**src/rtl/hex_digit_counter.sv**
```systemverilog
// Four-digit hex up/down counter with a selectable-rate divider; each count
// nibble feeds one 7-segment hex decoder (count_o[3:0] = HEX0).
module hex_digit_counter #(
    parameter int DIV_BASE = 50_000_000
) (
    input  logic        clock_i,
    input  logic        reset_i,
    input  logic        enable_i,
    input  logic        up_i,
    input  logic [1:0]  speed_i,
    input  logic        load_i,
    input  logic [15:0] load_value_i,
    output logic [15:0] count_o,
    output logic        tick_o,
    output logic        wrap_o
);

    localparam int RD_W = ($clog2(4 * DIV_BASE) < 1) ? 1 : $clog2(4 * DIV_BASE);

    localparam logic [RD_W-1:0] RELOAD_00 = '0;
    localparam logic [RD_W-1:0] RELOAD_01 = RD_W'(DIV_BASE - 1);
    localparam logic [RD_W-1:0] RELOAD_10 = RD_W'(2 * DIV_BASE - 1);
    localparam logic [RD_W-1:0] RELOAD_11 = RD_W'(4 * DIV_BASE - 1);

    logic [15:0]     count_q, count_d;
    logic [RD_W-1:0] rd_q, rd_d;
    logic            tick_q, tick_d;
    logic            wrap_q, wrap_d;
    logic [1:0]      speed_q;
    logic            speed_valid_q;
    logic [RD_W-1:0] reload;
    logic            speed_chg;

    always_comb begin
        reload = RELOAD_00;
        case (speed_i)
            2'b00: reload = RELOAD_00;
            2'b01: reload = RELOAD_01;
            2'b10: reload = RELOAD_10;
            2'b11: reload = RELOAD_11;
            default: reload = RELOAD_00;
        endcase
    end

    // After reset there is no previous speed, so the first edge behaves as a
    // speed change and primes the divider with the rate then selected.
    assign speed_chg = !speed_valid_q || (speed_i != speed_q);

    always_comb begin
        count_d = count_q;
        rd_d    = rd_q;
        tick_d  = 1'b0;
        wrap_d  = 1'b0;
        if (load_i) begin
            count_d = load_value_i;
            rd_d    = reload;
        end else if (speed_chg) begin
            rd_d = reload;
        end else if (enable_i) begin
            if (rd_q == '0) begin
                count_d = up_i ? (count_q + 16'd1) : (count_q - 16'd1);
                rd_d    = reload;
                tick_d  = 1'b1;
                wrap_d  = up_i ? (&count_q) : (~|count_q);
            end else begin
                rd_d = rd_q - RD_W'(1);
            end
        end
    end

    always_ff @(posedge clock_i or posedge reset_i) begin
        if (reset_i) begin
            count_q       <= '0;
            rd_q          <= '0;
            tick_q        <= 1'b0;
            wrap_q        <= 1'b0;
            speed_q       <= 2'b00;
            speed_valid_q <= 1'b0;
        end else begin
            count_q       <= count_d;
            rd_q          <= rd_d;
            tick_q        <= tick_d;
            wrap_q        <= wrap_d;
            speed_q       <= speed_i;
            speed_valid_q <= 1'b1;
        end
    end

    assign count_o = count_q;
    assign tick_o  = tick_q;
    assign wrap_o  = wrap_q;

endmodule

```
**config.mk**
```make
export PLATFORM = sky130hd
export DESIGN_NAME = hex_digit_counter
export DESIGN_NICKNAME = d
export VERILOG_FILES = /design/src/rtl/hex_digit_counter.sv
export SDC_FILE = /design/constraint.sdc
export NUM_CORES = 1
export LEC_CHECK = 0
export CAP_MARGIN = 0
export CELL_PAD_IN_SITES_DETAIL_PLACEMENT = 1
export CELL_PAD_IN_SITES_GLOBAL_PLACEMENT = 2
export CORE_MARGIN = 2
export CORE_UTILIZATION = 31
export DETAILED_ROUTE_END_ITERATION = 6
export GPL_ROUTABILITY_DRIVEN = 0
export PLACE_DENSITY_LB_ADDON = 0.25
export SYNTH_ARGS = -nofsm -noshare
export SYNTH_HDL_FRONTEND = slang
export SYNTH_SLANG_ARGS = --single-unit
```
**constraint.sdc**
```tcl
create_clock -name clock_i -period 2.9 [get_ports clock_i]
set_input_delay 0.58 -clock clock_i [delete_from_list [all_inputs] [get_ports clock_i]]
set_output_delay 0.58 -clock clock_i [all_outputs]
set_load 0.01 [all_outputs]
```
Yosys cells after proc, flatten, opt, wreduce, memory -nomap -nowiden
Index checks and enable logic that the tools add are counted.

Multiplexer cells: 19. Reductions and logical operators: 11. $add $sub $neg: 3. Equality and inequality tests: 5.

Operators with widths (count): $mux 28 (4); $pmux 28 s4 (1); $mux 16 (5); $logic_not 28->1 (1); $sub 28x1->28 const B (1); $add 16x1->16 const B (1); $reduce_and 16->1 (1); $reduce_or 16->1 (1); $sub 16x1->16 const B (1); $mux 1 (9); $eq 2x2->1 const B (2); $reduce_bool 2->1 (2); $reduce_and 3->1 (1); $reduce_bool 3->1 (1); $eq 2x1->1 const B (1); $logic_not 1->1 (2); $logic_not 2->1 (1); $ne 2x2->1 (1); $ne 2x2->1 const B (1); $logic_or 1x1->1 (1).

Logic and storage cells: 44. Output and inout bits: 18. Bits in registers: 49. Input port bits: 23.

Longest topological paths before layout
Gate-level depths: netlist (run 1).

Depth in word-level cells: 7. Mapped depth: 11.

Worst setup path after synthesis (run 1)
No wires, ideal clock.

Path type: input to register. Start point: input up_i. End point: register count_q[12] (netlist: count_o[12]). Stages on the path: 9. Data required time: 2775 ps. Path slack: 9 ps. Path buffers: 0. Arrival: 2766 ps. Setup time: 125 ps. Cells stage by stage: inv_1 > fa_1 > a211oi_1 > nor2_1 > o31a_1 > a311oi_1 > xnor2_1 > mux2_2 > mux2_2.

Longest elaborated chain between the ends: 5.

Ends and longest elaborated chain: from (decl) (line 9) `input logic up_i,`; $mux 16 (line 61) `count_d = up_i ? (count_q + 16'd1) : (count_q - 16'd1);`; $mux 16 (line 60) `if (rd_q == '0) begin`; $mux 16 (line 59) `end else if (enable_i) begin`; $mux 16 (line 57) `end else if (speed_chg) begin`; $mux 16 (line 54) `if (load_i) begin`; to (signal assigned) (line 80) `count_q <= count_d;`; to (decl) (line 25) `logic [15:0] count_q, count_d;`.

No other way between the ends. The select of a mux whose other input is x is not followed. A chain may end at the register's enable or synchronous reset.

Worst setup path in the final report (run 1)
Start point: register rd_q[0]. End point: register rd_q[27].

Longest elaborated chain between the ends: 5. Elaborated cells on any way between the ends: 6. Classes of those cells: 1 x add/sub; 4 x mux; 1 x reduce/logical.

Ends and longest elaborated chain: from (decl) (line 26) `logic [RD_W-1:0] rd_q, rd_d;`; from (signal assigned) (line 81) `rd_q <= rd_d;`; $sub 28x1->28 or $logic_not 28->1 (tied branches) (line 66, 60); $mux 28 (*) (line 60); $mux 28 (*) (line 59); $mux 28 (*) (line 57); $mux 28 (*) (line 54).

Mark *: on every way between the ends. The rest lies on a longest branch, timed or not. The select of a mux whose other input is x is not followed.

==> results of run 1 <==
[registers in the layout (all words and copies together) (netlist names)]
| register | count |
|---|---|
| speed_valid_q | 1 |
| tick_o | 1 |
| count_o | 16 |
| rd_q | 28 |
| wrap_o | 1 |
| speed_q | 2 |
[layer usage]
layer,GRT usage (%),wire [µm]
met5,0,0
met4,7.05,272
met2,35.9,5900
met3,3.17,286
met1,25.5,5350
[worst min-delay path by stage]
stage,slack [ns],end
after floorplan,0.48,rd_q[27]
after global placement,0.50,rd_q[27]
after detailed placement,0.52,rd_q[10]
after CTS,0.54,rd_q[10]
after global routing,0.56,rd_q[10]
final,0.53,rd_q[10]
[stage by stage]
step / area [µm²] / instances / total power [mW]
CTS: 4650 / 635 / 1.96
finish: 4740 / 641 / 1.94
global route: 4740 / 641 / 2.05
floorplan: 3430 / 391 / 1.11
global placement: 4490 / 627 / 1.37
detailed placement: 4490 / 627 / 1.39
[worst max-delay path, cell delays in order (launching register included)]
cell      delay, ns
dfrtp_1        0.44
or4_4          0.54
or3_4          0.39
or3_4          0.36
nor4_4         0.37
nand2_2        0.13
o311ai_1       0.40
o311ai_2       0.17
[cell families after synthesis]
| family | Yosys count | share of synthesized area (%) |
|---|---|---|
| adders and majority gates | 21 | 7.88 |
| and+or+nand+nor | 141 | 22.5 |
| xor gates and xnor gates | 16 | 4.09 |
| DFF | 49 | 35.8 |
| muxes | 9 | 2.85 |
| other | 1 | 0.109 |
| AOI/OAI and AO/OA | 130 | 23.8 |
| buffers and inverters | 24 | 2.99 |
[timing repair]
action,4_1_cts,5_1_grt
pin swaps,2,7
resized for setup,10,15
setup endpoints to repair,15,17
cloned,0,0
buffers inserted,0,6
hold endpoints to repair,0,0
[layout make-up]
| class | instances | area [µm²] | area share (%) |
|---|---|---|---|
| Clock buffer | 7 | 86.3 | 1.82 |
| Clock inverter | 1 | 30.0 | 0.634 |
| Inverter | 10 | 37.5 | 0.792 |
| Multi-Input combinational cell | 318 | 2180 | 46.1 |
| Sequential cell | 49 | 1230 | 25.9 |
| Tap cell | 140 | 175 | 3.70 |
| Timing Repair Buffer | 116 | 1000 | 21.1 |
[placed cells by master (no fill, tap or decap), types with 8 or more instances in the layout]
cell type	n
a21oi_1	35
a31oi_1	9
buf_4	73
clkdlybuf4s50_1	40
dfrtp_1	49
ha_1	19
inv_1	8
nand2_1	23
nand3_1	8
nor2_1	39
nor3_1	14
nor3b_1	11
o21ai_0	36
xnor2_1	12
[power breakdown]
part	internal, mW	total (mW)	switching [mW]
Combinational	0.315	0.605	0.291
Clock	0.282	0.533	0.251
Sequential	0.737	0.806	0.0685
Total	1.33	1.94	0.610
==> results by group, run 1 <==
Placement
  • IO buf count: 40
  • Final HPWL DP: 9190 µm
  • Setup WS pre-CTS: -0.492 ns

Floorplanning
  • Chip Width: 109 µm
  • IO Count: 41
  • CORE AREA: approximately 11,000 µm²
  • Die height: 109 µm
  • Starting Density: 31.8%
  • Die area: 11,900 µm²
  • Num rows: 38

STA
  • RSZ-0062 raised after global routing: true
  • Final slew viol count: 0
  • Fmax: between 300 and 400 MHz
  • Final worst path period share: 101%
  • Worst setup margin: -0.0429 ns
  • Clock Skew: 0.0122 ns
  • Slew @ Worst Pin: 0.536 ns
  • Final Hold Vio Count: 0
  • Final Setup Violations: 1
  • Setup TNS: -0.0429 ns
  • Crit path time final: about 2.9 ns
  • Hold_ws: roughly 0.53 ns
  • Slew headroom: 64.2%

Layout
  • Layout cell share with drive strength beyond 1: 24.4%
  • Final-layout fill cell count: 1,266
  • Final Core Density: 43.9%
  • Layout area overhead: 38.2%
  • Post-layout net count: 544
  • Diode count: 0

Global route
  • Gr usage total: 20.5%
  • Number of global-route vias before repair: 3,673
  • Grt total ovfl: 0
  • Initial antenna violation count: 0
  • First-pass GRT wire length: 18,700 µm
  • Largest net degree at the start of global routing: 29

Worst setup path
  • Critical path class: flop to flop
  • CP Capture Point: rd_q[27]
  • Crit start category: flop
  • CP Launch Point: rd_q[0]
  • Req. time, crit path: 3.08 ns
  • Worst R2R Start: rd_q[0]
  • Reg2Reg Depth: 7
  • Crit path DAT: roughly 3.1 ns
  • Setup slack, reg-to-reg: -0.04 ns
  • Crit end category: flop
  • Worst-path fanout max: 5
  • Reg2reg end: rd_q[27]

Synthesis
  • Mapped Cells: 391
  • Post-Syn Area: 3430 µm²
  • Yosys Warn Count: 0
  • Ys async rst share: between 90% and 100%
  • Library cells used by synthesis: 58
  • Most numerous cell in the Yosys netlist: dfrtp_1
  • Post-Syn Nets: 435
  • Synthesized area per cell: 8.77 µm²
  • Synth top area cells: dfrtp_1 (36%), ha_1 (7.3%), o21ai_0 (5.4%)
  • Most frequent cells after synthesis: dfrtp_1 (49), nor2_1 (42), o21ai_0 (37), a21oi_1 (36), nand2_1 (24)
  • Most used DFF post-synth: dfrtp_1
  • Post-synth EDFFs: 0
  • Yosys top cell area share: 35.8%
  • Yosys top cell by area: dfrtp_1
  • Post-synthesis sequential area ratio: between 30% and 40%
  • Yosys reg bits: between 40 and 50

Clock tree
  • Num CTS Buffers: 5
  • TritonCTS clock tree: yes
  • Worst-path clk slew: 0.10 ns
  • Count of hold-fix buffers inserted at cts: 0
  • CTS H-tree depth: 2
  • Worst skew pair latency: 0.32 ns
  • Clk buf depth: 2
  • Clk root buf: clkbuf_8
  • Clk sink count: 49

Power and ir drop
  • P_leak: 1.94 nW
  • Worst VDD drop: 0.217 mV
  • Power per cell area: 410 nW/µm²

Route
  • DRT iter0 DRCs: 146
  • WL/cell: between 15 and 20 µm
  • Routed Antenna Nets: 0
  • Remaining DRCs: 0
  • Routed WL: 11,800 µm
  • DRT Pass-1 Iters: 4
  • Routed vias/inst: 5.42
  • Via count: ~3,500

Min path
  • Min-delay src: rd_q[10]
  • Worst Hold Class: flop to flop
  • Worst hold path depth: 1

Status
  • Outcome: finished, violations left
  • Failing checks: negative setup slack

Flow run
  • Max-cap violations: 0
Power figures use the tool's default switching activity.
==> run 2: changes to the inputs <==
--- a/config.mk
+++ b/config.mk
@@ -12,6 +12,7 @@
 export CORE_UTILIZATION = 31
 export DETAILED_ROUTE_END_ITERATION = 6
 export GPL_ROUTABILITY_DRIVEN = 0
+export GPL_TIMING_DRIVEN = 0
 export PLACE_DENSITY_LB_ADDON = 0.25
 export SYNTH_ARGS = -nofsm -noshare
 export SYNTH_HDL_FRONTEND = slang
==> results by group, run 2 (same netlist as run 1, synthesis figures left out) <==
Status
  • Outcome: finished clean

Global route
  • Largest net degree at the start of global routing: 36
  • Grt total ovfl: 0
  • GR Layer Usage met1: 26.2%
  • Number of global-route vias before repair: ~3,700
  • Initial antenna violation count: 0
  • Met3 usage in global routing: roughly 2.5%
  • Gr usage total: a little over a fifth
  • Gr busiest metal: met2
  • First-pass GRT wire length: ~19,000 µm
  • Grt met2 use: 38.7%

STA
  • Crit path time final: 2.83 ns
  • Final worst path period share: ~100%
  • Final Setup Violations: 0
  • Final Hold Vio Count: 0
  • RSZ-0062 raised after global routing: true
  • Slew @ Worst Pin: 0.611 ns
  • Hold_ws: 0.522 ns
  • Worst setup margin: 0.0678 ns
  • Final slew viol count: 0
  • Fmax: 353 MHz
  • Slew headroom: 59.2%
  • Clock Skew: 0.0200 ns

Route
  • WL/cell: 19.7 µm
  • DRT iter0 DRCs: roughly 120
  • DRT Pass-1 Iters: 4
  • Routed vias/inst: 5.63
  • Routed Antenna Nets: 0
  • Via count: 3,411
  • Remaining DRCs: 0
  • Routed WL: 11,900 µm

Worst setup path
  • Crit start category: flop
  • Req. time, crit path: between 3 and 4 ns
  • Critical path class: flop to flop
  • Crit end category: flop
  • Worst-path fanout max: 9
  • Crit path DAT: slightly above 3 ns

Flow run
  • Max-cap violations: 0

Power and ir drop
  • Power per cell area: 397 nW/µm²
  • P_leak: 1.74 nW
  • Tot Pwr: 1.80 mW
  • Worst VDD drop: 0.177 mV

Clock tree
  • Clk root buf: clkbuf_8
  • Num CTS Buffers: 5
  • TritonCTS clock tree: yes
  • Worst-path clk slew: 0.10 ns
  • Clk buf depth: 2
  • CTS H-tree depth: 2
  • Worst skew pair latency: between 0.3 and 0.4 ns
  • Clk sink count: ~50

Floorplanning
  • Die area: 11,900 µm²
  • Chip Width: 109 µm
  • Starting Density: 31.8%
  • Die height: 109 µm
  • CORE AREA: 10,800 µm²
  • IO Count: 41
  • Num rows: 38

Layout
  • Final-layout fill cell count: between 1,000 and 1,500
  • Layout cell share with drive strength beyond 1: 20.2%
  • Top reg by flops: rd_q
  • Final Core Density: 41.9%
  • Diode count: 0
  • Layout area overhead: 32.0%
  • Commonest non-fill, non-tap cell in the layout: dfrtp_1
  • Commonest cells after routing, fill and taps aside: dfrtp_1 (45), nor2_1 (39), clkdlybuf4s50_1 (38)
  • Post-layout net count: 510
  • Max reg flops: 28

Placement
  • Final HPWL DP: 8570 µm
  • Setup WS pre-CTS: -1.12 ns
  • IO buf count: 39

Min path
  • Worst Hold Class: flop to flop
[run 2: cell count changes in the layout (fill, tap and decap cells not counted), moves of 3 or more]
cell and delta:
dfrtp_2 +4, dfrtp_1 -4, ha_1 -3, ha_4 +3, clkbuf_1 +4, buf_4 -42
[run 2: area by class of cell]
type | count | area [µm²] | area share, %
well taps | 140 | 175 | 3.87
clock buffers | 6 | 82.6 | 1.82
clock inverters | 1 | 7.51 | 0.166
multi-input cells | 318 | 2270 | 50.1
repair buffers | 72 | 671 | 14.8
inverters | 10 | 41.3 | 0.912
plain buffers | 10 | 52.6 | 1.16
flip-flops and latches | 49 | 1230 | 27.2
[run 2: worst paths after layout]
| kind | slack, ns | to | depth (start not counted) | startpoint |
|---|---|---|---|---|
| max | 0.07 | rd_q[17] | 8 | rd_q[19] |
| min | 0.52 | rd_q[10] | 1 | rd_q[10] |
| max reg2reg | 0.07 | rd_q[17] | 8 | rd_q[19] |
| min reg2reg | 0.52 | rd_q[10] | 1 | rd_q[10] |
| max in group asynchronous | 1.80 | count_o[0] | 3 | reset_i |
| min in group asynchronous | 0.55 | count_o[13] | 2 | reset_i |
[run 2: power by group]
part / switching (mW) / internal (mW) / total (mW) / leakage, nW
Clock: 0.256 / 0.190 / 0.446 / 0.0433
Sequential: 0.0811 / 0.738 / 0.819 / 0.579
Combinational: 0.267 / 0.264 / 0.530 / 1.12
[run 2: critical path: stages, from the launching register on]
cell and delay [ns]:
dfrtp_2 0.45, or4_4 0.51, or4_4 0.61, nor4_4 0.33
buf_4 0.19, a21oi_4 0.09, or3_4 0.40, o41ai_1 0.08
a21o_1 0.12
[run 2: layer usage]
layer / up-vias / routed length (µm)
li1: 1615 / -
met2: 54 / 6020
met1: 1727 / 5380
met4: 0 / 192
met3: 15 / 341
met5: - / 0
[run 2: timing repair]
action	4_1_cts	5_1_grt
gates resized for setup	32	24
hold buffers	0	0
pin swaps	10	7
cloned	0	0
endpoints found under the hold margin	0	0
endpoints found under the setup margin	39	35
buffers inserted	27	5
[run 2: through the flow]
| step | setup TNS [ns] | area, µm² | cells |
|---|---|---|---|
| floorplan | 0 | 3430 | 391 |
| global placement | -20.70 | 3990 | 570 |
| detailed placement | -19.70 | 4010 | 571 |
| CTS | 0 | 4430 | 603 |
| global route | -0.00702 | 4530 | 606 |
| finish | 0 | 4530 | 606 |
